<file path="config.mk">
export PLATFORM = sky130hd
export DESIGN_NAME = matrix_mac_accumulator
export DESIGN_NICKNAME = d
export VERILOG_FILES = /design/src/rtl/matrix_pkg.sv /design/src/rtl/matrix_mac_accumulator_mac_unit.sv /design/src/rtl/matrix_mac_accumulator.sv
export SDC_FILE = /design/constraint.sdc
export NUM_CORES = 2
export LEC_CHECK = 0
export ABC_AREA = 1
export BUFFER_PORTS_ARGS = -buffer_cell sky130_fd_sc_hd__buf_2
export CAP_MARGIN = 40
export CORE_MARGIN = 5
export CORE_UTILIZATION = 35
export CTS_CLUSTER_SIZE = 20
export DETAILED_ROUTE_END_ITERATION = 7
export GPL_TIMING_DRIVEN = 0
export SYNTH_ARGS = -nofsm -noshare
export SYNTH_HDL_FRONTEND = slang
export SYNTH_SLANG_ARGS = --single-unit
</file>
<file path="constraint.sdc">
create_clock -name clock -period 3.1 [get_ports clock]
set_clock_uncertainty 0.2 [all_clocks]
set_input_delay 0.155 -clock clock [delete_from_list [all_inputs] [get_ports clock]]
set_output_delay 0.155 -clock clock [all_outputs]
set_load 0.02 [all_outputs]
</file>
<file path="src/rtl/matrix_pkg.sv">
// -----------------------------------------------------------------------------
// matrix_pkg
// Shared definitions for the matrix-multiply datapath (index generator and
// MAC accumulator): the controller state encoding and width helpers used to
// size index and accumulator ports from the matrix dimensions.
// -----------------------------------------------------------------------------
package matrix_pkg;

    typedef enum logic [1:0] {
        IDLE   = 2'd0,
        ACCUM  = 2'd1,
        OUTPUT = 2'd2,
        DONE   = 2'd3
    } state_e;

    function automatic int max3(input int a, input int b, input int c);
        int m;
        m = (a > b) ? a : b;
        return (m > c) ? m : c;
    endfunction

    // Wide enough to hold any of i, j, k and their upper bounds.
    function automatic int idx_width(input int rows, input int cols, input int inner);
        return $clog2(max3(rows, cols, inner) + 1);
    endfunction

    // Full product width plus headroom for summing 'inner' products.
    function automatic int acc_width(input int width_bit, input int inner);
        return 2 * width_bit + $clog2(inner + 1);
    endfunction

endpackage

</file>
<file path="src/rtl/matrix_mac_accumulator_mac_unit.sv">
// -----------------------------------------------------------------------------
// mac_unit
// Signed multiplier feeding an accumulator register.
//   clock_i       rising-edge clock
//   nreset_i      asynchronous active-low reset, clears the accumulator
//   clear_first_i the current pair starts a new sum (previous total ignored)
//   enable_i      an operand pair is being accepted this cycle
//   a_i, b_i      signed operands
//   acc_o         running sum including the current pair (combinational);
//                 the owner registers it when the final pair is accepted
// -----------------------------------------------------------------------------
module mac_unit #(
    parameter int WIDTH_BIT = 32,
    parameter int ACC_WIDTH = 66
) (
    input  logic                        clock_i,
    input  logic                        nreset_i,
    input  logic                        clear_first_i,
    input  logic                        enable_i,
    input  logic signed [WIDTH_BIT-1:0] a_i,
    input  logic signed [WIDTH_BIT-1:0] b_i,
    output logic        [ACC_WIDTH-1:0] acc_o
);

    logic signed [2*WIDTH_BIT-1:0] prod;
    logic        [ACC_WIDTH-1:0]   prod_ext;
    logic        [ACC_WIDTH-1:0]   acc_q;

    assign prod     = a_i * b_i;
    // Cast of a signed operand sign-extends into the accumulator width.
    assign prod_ext = ACC_WIDTH'(prod);
    assign acc_o    = (clear_first_i ? '0 : acc_q) + prod_ext;

    always_ff @(posedge clock_i or negedge nreset_i) begin
        if (!nreset_i) begin
            acc_q <= '0;
        end else if (enable_i) begin
            acc_q <= acc_o;
        end
    end

endmodule

</file>
<file path="src/rtl/matrix_mac_accumulator.sv">
// -----------------------------------------------------------------------------
// matrix_mac_accumulator
// Consumes the A[i][k]/B[k][j] operand stream (k fastest), accumulates each
// run of ACOLUMNS pairs and emits C[i][j] tagged with its row and column.
//   clock, nreset           clock, asynchronous active-low reset
//   start                   begin a new product (only honoured in IDLE)
//   in_valid/in_ready       operand pair handshake; a_data, b_data signed
//   out_valid/out_ready     result handshake; out_data, out_row, out_col
//   busy                    high in every state but IDLE
//   done                    one-cycle pulse after the last result is taken
//
// state  | meaning
// IDLE   | waiting for start
// ACCUM  | accepting operand pairs for the current C[i][j]
// OUTPUT | holding a result until out_ready
// DONE   | final result taken, pulse done then return to IDLE
// -----------------------------------------------------------------------------
module matrix_mac_accumulator
    import matrix_pkg::*;
#(
    parameter int AROWS     = 3,
    parameter int ACOLUMNS  = 3,
    parameter int BCOLUMNS  = 3,
    parameter int WIDTH_BIT = 32,
    parameter int ACC_WIDTH = acc_width(WIDTH_BIT, ACOLUMNS),
    parameter int IDX_WIDTH = idx_width(AROWS, BCOLUMNS, ACOLUMNS)
) (
    input  logic                 clock,
    input  logic                 nreset,
    input  logic                 start,
    input  logic                 in_valid,
    output logic                 in_ready,
    input  logic [WIDTH_BIT-1:0] a_data,
    input  logic [WIDTH_BIT-1:0] b_data,
    output logic                 out_valid,
    input  logic                 out_ready,
    output logic [ACC_WIDTH-1:0] out_data,
    output logic [IDX_WIDTH-1:0] out_row,
    output logic [IDX_WIDTH-1:0] out_col,
    output logic                 busy,
    output logic                 done
);

    localparam logic [IDX_WIDTH-1:0] K_LAST = IDX_WIDTH'(ACOLUMNS - 1);
    localparam logic [IDX_WIDTH-1:0] J_LAST = IDX_WIDTH'(BCOLUMNS - 1);
    localparam logic [IDX_WIDTH-1:0] I_LAST = IDX_WIDTH'(AROWS - 1);
    localparam logic [IDX_WIDTH-1:0] IDX_ONE = IDX_WIDTH'(1);

    state_e               state_q;
    logic [IDX_WIDTH-1:0] i_q, j_q, k_q;
    logic                 in_ready_q, out_valid_q, busy_q, done_q;
    logic [ACC_WIDTH-1:0] out_data_q;
    logic [IDX_WIDTH-1:0] out_row_q, out_col_q;

    logic                 xfer;
    logic                 out_fire;
    logic [ACC_WIDTH-1:0] sum;

    // in_ready_q is only ever high in ACCUM, so it also gates consumption.
    assign xfer     = in_valid && in_ready_q;
    assign out_fire = out_valid_q && out_ready;

    mac_unit #(
        .WIDTH_BIT (WIDTH_BIT),
        .ACC_WIDTH (ACC_WIDTH)
    ) u_mac (
        .clock_i       (clock),
        .nreset_i      (nreset),
        .clear_first_i (k_q == '0),
        .enable_i      (xfer),
        .a_i           (a_data),
        .b_i           (b_data),
        .acc_o         (sum)
    );

    always_ff @(posedge clock or negedge nreset) begin
        if (!nreset) begin
            state_q     <= IDLE;
            i_q         <= '0;
            j_q         <= '0;
            k_q         <= '0;
            in_ready_q  <= 1'b0;
            out_valid_q <= 1'b0;
            busy_q      <= 1'b0;
            done_q      <= 1'b0;
            out_data_q  <= '0;
            out_row_q   <= '0;
            out_col_q   <= '0;
        end else begin
            done_q <= 1'b0;
            case (state_q)
                IDLE: begin
                    if (start) begin
                        i_q        <= '0;
                        j_q        <= '0;
                        k_q        <= '0;
                        in_ready_q <= 1'b1;
                        busy_q     <= 1'b1;
                        state_q    <= ACCUM;
                    end
                end
                ACCUM: begin
                    if (xfer) begin
                        if (k_q == K_LAST) begin
                            k_q         <= '0;
                            out_data_q  <= sum;
                            out_row_q   <= i_q;
                            out_col_q   <= j_q;
                            in_ready_q  <= 1'b0;
                            out_valid_q <= 1'b1;
                            state_q     <= OUTPUT;
                        end else begin
                            k_q <= k_q + IDX_ONE;
                        end
                    end
                end
                OUTPUT: begin
                    if (out_fire) begin
                        out_valid_q <= 1'b0;
                        if (j_q != J_LAST) begin
                            j_q        <= j_q + IDX_ONE;
                            in_ready_q <= 1'b1;
                            state_q    <= ACCUM;
                        end else if (i_q != I_LAST) begin
                            j_q        <= '0;
                            i_q        <= i_q + IDX_ONE;
                            in_ready_q <= 1'b1;
                            state_q    <= ACCUM;
                        end else begin
                            done_q  <= 1'b1;
                            state_q <= DONE;
                        end
                    end
                end
                DONE: begin
                    busy_q  <= 1'b0;
                    state_q <= IDLE;
                end
                default: state_q <= IDLE;
            endcase
        end
    end

    assign in_ready  = in_ready_q;
    assign out_valid = out_valid_q;
    assign out_data  = out_data_q;
    assign out_row   = out_row_q;
    assign out_col   = out_col_q;
    assign busy      = busy_q;
    assign done      = done_q;

endmodule
</file>
### Yosys cells after proc, flatten, opt, wreduce, memory -nomap -nowiden

Cells that the tools add are included.
Widths: inputs -> output; s select.

* register bits after elaboration: 148
* input port bits: 69

* equal/unequal tests: 13
* multiply operators: 1
* add/sub/neg operators: 4
* muxes and demuxes: 36
* reduce and logical (&&, ||, !) cells: 17

Operator list (count)
* $add 66x66->66: 1
* $mux 66: 1
* $mul 32x32->64: 1
* $mux 2: 15
* $ne 2x2->1 const B: 7
* $mux 1: 13
* $pmux 2 s2: 3
* $reduce_and 4->1: 3
* $pmux 2 s4: 1
* $reduce_bool 2->1: 4
* $add 2x1->2 const B: 3
* $eq 2x2->1 const B: 3
* $reduce_and 3->1: 2
* $reduce_and 6->1: 1
* $reduce_and 5->1: 1
* $logic_not 2->1: 2
* $pmux 1 s2: 2
* $ne 3x3->1 const B: 1
* $pmux 1 s3: 1
* $reduce_bool 3->1: 1
* $eq 2x1->1 const B: 1
* $logic_and 1x1->1: 2
* $ne 2x1->1 const B: 1
* $reduce_and 2->1: 1

### Longest topological paths before layout

* word-level depth: 5
* mapped depth: 48
* gate-level depth less buffers: 47

### Cells and area by module

From an unflattened synthesis, not the netlist that was laid out.

* cell total of the unflattened synthesis: 6363
* area total of the unflattened synthesis: 49020.8 um^2

Modules (own cells, without submodules)
* mac_unit: area each 45502.4 um^2, cells each 5985, instances 1, seq. area each 1651.6 um^2
* matrix_mac_accumulator: area each 3518.4 um^2, cells each 378, instances 1, seq. area each 2052.0 um^2

### Worst setup path before layout

Ideal clock, no wire load.

* path kind: input to register
* start: input port a_data[31]
* end: register u_mac.acc_q[65]
* data required time: 2.782 ns
* path slack: -5.591 ns
* stages: 36
* data arrival time: 8.373 ns
* cell sequence: clkbuf_1 > nand2_1 > inv_1 > fa_1 > fa_1 > fa_1 > inv_1 > fa_1 > inv_1 > fa_1 > fa_1 > inv_1 > fa_1 > inv_1 > fa_1 > ha_1 > a21o_1 > a31oi_1 > o21ai_0 > a221oi_1 > nand3_1 > nand2_1 > nand2_1 > ha_1 > nand2_1 > inv_1 > nand3_1 > nor3b_2 > and2_1 > nand3b_1 > nand3_1 > nand2_1 > nand2_1 > nand2_1 > nand3_1 > nand2_1

* word-level cells in the longest chain between the ends: 2

RTL lines
* from (decl): line matrix_mac_accumulator.sv:33 `input logic [WIDTH_BIT-1:0] a_data,`
* $mul 32x32->64: line matrix_mac_accumulator_mac_unit.sv:29 `assign prod = a_i * b_i;`
* $add 66x66->66: line matrix_mac_accumulator_mac_unit.sv:32 `assign acc_o = (clear_first_i ? '0 : acc_q) + prod_ext;`
* to (signal assigned): line matrix_mac_accumulator_mac_unit.sv:38 `acc_q <= acc_o;`
* to (decl): line matrix_mac_accumulator_mac_unit.sv:27 `logic [ACC_WIDTH-1:0] acc_q;`

No other way between the ends.
A chain may end at the register's enable or synchronous reset.

### Worst setup path after layout

* start: input port a_data[31]
* end: register out_data_q[65], in the netlist out_data[65]

* word-level cells in the longest chain between the ends: 2

RTL lines
* $mul 32x32->64: line matrix_mac_accumulator_mac_unit.sv:29
* $add 66x66->66: line matrix_mac_accumulator_mac_unit.sv:32
* to (signal assigned): line matrix_mac_accumulator.sv:106 `out_data_q <= sum;`
* to (decl): line matrix_mac_accumulator.sv:52 `logic [ACC_WIDTH-1:0] out_data_q;`

No other way between the ends.

==> results <==
- The clock tree synthesis step divided the H-tree into 4 levels.
- Setup violations remaining at the end of the flow were counted as 126.
- Synthesis instantiated ~50 different standard cells from the library.
- Once detail routing completed, the nets flagged for antenna violations numbered 0.
- The initial utilization of the core area, before any placement, comes to roughly a third.
- For this run, the leading register cell type out of synthesis is dfrtp_1.
- The slack of the critical path is -5.342 ns.
- The worst setup path is captured at a register.
- The final reports fail on setup timing.
- After clock tree synthesis, the clock-pin slew on the worst setup and hold paths is approximately 0.07 ns.
- Pin placement for this block handled approximately 140 I/O pins.
- The final count of pins violating max slew is 0.
- Data on the critical path arrives at its endpoint at between 8 and 9 ns.
- In this run, the number of DRC markers left after iteration 0 of detailed routing was roughly 3500.
- The number of global-route vias before repair was 44320.
- The critical path runs through a total of 39 cells.
- The final instance area is between 60000 and 70000 µm².
- In this run the worst path has a maximum fanout of 6.
- The total core area is 137500 µm².
- The final worst-path cycle share is 272.3%.
- Synthesis handed over a netlist of 6316 instances.
- The met3 routed wirelength is around 17000 µm.
- At the end of routability-driven placement, the weighted congestion stood at around 1.
- The met1 layer wirelength in the final routing is between 70000 and 80000 µm.
- The root buffer cell is clkbuf_16.
- For this run, the number of Yosys warnings is 0.
- In this run the core area contains 136 standard-cell rows.
- The summed negative setup slack over all endpoints is -549.14 ns.
- The max-cap violation count is 0.
- The topmost layer with routed signal wires is met5.
- The final hold violation count is 0.
- After detailed routing, the number of remaining DRC violations is 0.
- In the final layout, the share of cells above drive strength 1 is between 20% and 30%.
- For this run, the slowest stage of the critical path takes about 0.66 ns.
- The floorplan step defined a die boundary enclosing 146000 µm².
- For this run, asynchronously set or reset flops after synthesis account for 100.0%.
- The maximum number of pins on one net before global-route repair is 83.
- By startpoint and endpoint, the worst setup path is classified as in2reg.
- The sort of element at the start of the critical path is an input port.
- The slew at the pin closest to its max-slew limit is a little over 0.9 ns.
- For the worst flop-to-flop path, the logic depth is 18.
- The chip width is about 380 µm.
- Relative to the synthesized area, the layout overhead comes to 28.54%.
- Synthesis inferred 148 register bits.
- After legalization and detailed placement, the total HPWL measured about 170000 µm.
- Using the TritonRoute via totals, the vias-per-cell ratio works out to 5.049.
- Among cell families on the critical path, the largest total delay comes from adder cells.
- The number of clock buffers added by TritonCTS is 17.
- The total wire length is between 150000 and 200000 µm.
- Detailed routing inserted a total of between 40000 and 50000 vias.
- The clock insertion delay at the later pin of the skew report is between 0.4 and 0.5 ns.
- For this design, the sink count on the clock tree is 148.
- The remaining max-slew budget at the tightest pin is ~40%.
- The kind of path behind the tightest hold check is in2async.
- Counting flops with a built-in enable in the synthesized netlist gives 0.
- The first global-routing pass estimated 289900 µm of wire.
- The library cell used most frequently in the layout, excluding fill and tap cells, is inv_1.
- The critical path buffer and inverter count is 7.
- The share of synthesized area occupied by flip-flops and latches is around 7.6%.
- The post-layout net count is 8114.
- In the global route stage, overall resource usage came out at 26.68%.
- The total met2 wirelength after detailed routing is around 90000 µm.
- The pre-antenna-repair detailed-routing pass consisted of 6 iterations.
- The clock tree from TritonCTS is done.
- The number of antenna violations at the first check in global routing came to 4.
- The cell area that synthesis handed to floorplanning was slightly below 50000 µm².
- The number of buffers between clock root and the deepest sink is 2.
- Setup repair after global routing could not meet its margin everywhere.
- The library cells used most frequently in the layout, excluding fill and tap cells, are inv_1, nand2_1, fa_1, buf_4, nor2_1.
- The global route total overflow is 0.
- The run finished, with violations left.
- After detailed routing, the average wire length per cell comes to around 23 µm.
- The highest attainable clock frequency is about 120 MHz.
- The post-layout minimum cycle time is between 8 and 9 ns.
- The slowest cell on the critical path is fa_2.
- The setup slack after placement is -7.166 ns.
- The cell area after placement is roughly 54000 µm².
- The total nets after synthesis is just under 8000.
- Buffers placed on the I/O ports in this run total 142.
- Dividing the synthesized area by the synthesized cell count gives about 7.7 µm².
- The floorplan step set the die height to roughly 380 µm.
- For the worst setup path, the data required time is roughly 3.2 ns.
## registers in the layout, indices dropped and copies added, names as in the netlist
signal       cells
out_valid        1
out_col          2
out_row          2
u_mac.acc_q     66
in_ready         1
busy             1
j_q              2
out_data        66
i_q              2
done             1
k_q              2
state_q          2
## Yosys cell counts, types with 3 or more instances
cell type	instances	area share (%)
inv_1	1738	13
nand2_1	1695	13
fa_1	1083	45
nor2_1	343	2.7
ha_1	251	6.5
clkbuf_1	211	1.6
nand3_1	182	1.9
o21ai_0	174	1.8
a21oi_1	171	1.8
dfrtp_1	148	7.6
xor2_1	42	0.76
xnor2_1	38	0.69
o21bai_1	29	0.45
nor3_1	27	0.28
nand4_1	24	0.31
or2_2	22	0.28
a21o_1	21	0.33
nand3b_1	15	0.23
a31oi_1	12	0.15
buf_2	11	0.11
nor4_1	11	0.14
and3_1	7	0.090
nor2_2	5	0.065
nand3_2	4	0.083
o21ai_1	4	0.041
a21boi_0	3	0.046
and2_1	3	0.039
buf_6	3	0.070
inv_2	3	0.023
nor2_4	3	0.070
o211ai_1	3	0.046
o21a_1	3	0.046
## per-layer routing
| metal | up-vias | global-route usage, % |
|---|---|---|
| met4 | 2 | 11.81 |
| met5 | - | 0 |
| li1 | 18920 | - |
| met3 | 416 | 4.566 |
| met2 | 1798 | 42.59 |
| met1 | 21900 | 35.78 |
## repair_timing
action	in CTS	in global routing
endpoints found under the setup margin	128	128
gates cloned	1	2
resized for setup	855	628
hold buffers	3	0
endpoints found under the hold margin	155	0
buffers inserted	97	105
pin swaps	167	206
## through the flow
step | utilization, % | hold WS [ns] | instances
floorplan | - | -0.3406 | 6316
global placement | 39.04 | 0.2378 | 8252
detailed placement | 39.31 | -0.05657 | 8279
CTS | 43.05 | 0.03639 | 8412
global route | 45.31 | 0.07749 | 8518
finish | 45.32 | 0.03838 | 8523
## final cells by class
cell class              count  area [µm²]
fillers                 13530       75180
multi-input cells        4199       43120
inverters                1742        6570
flip-flops and latches    148        3704
repair buffers            376        3054
plain buffers             227        3014
well taps                1794        2245
clock buffers              20       446.7
clock inverters            12       142.6
diodes                      5       12.51
## logic make-up after synthesis
family	share of synthesized area (%)
fa+ha+maj	51.20
compound gates	4.971
simple gates	19.41
xor+xnor	1.445
flops	7.640
buf+inv	15.33
## final timing paths
path,from,to,slack (ns)
worst min register to register,u_mac.acc_q[65]$_DFFE_PN0P_,u_mac.acc_q[65]$_DFFE_PN0P_,0.27
min in group clock,in_valid,k_q[0]$_DFFE_PN0P_,0.15
worst max register to register,k_q[0]$_DFFE_PN0P_,out_data[53]$_DFFE_PN0P_,-1.06
worst max-delay path,a_data[31],out_data[65]$_DFFE_PN0P_,-5.34
max in group asynchronous,nreset,u_mac.acc_q[48]$_DFFE_PN0P_,1.80
worst min-delay path,nreset,out_row[0]$_DFFE_PN0P_,0.04
Power is not shown: default switching activity piles up to over one toggle a cycle in this logic, so the estimate is an artifact.
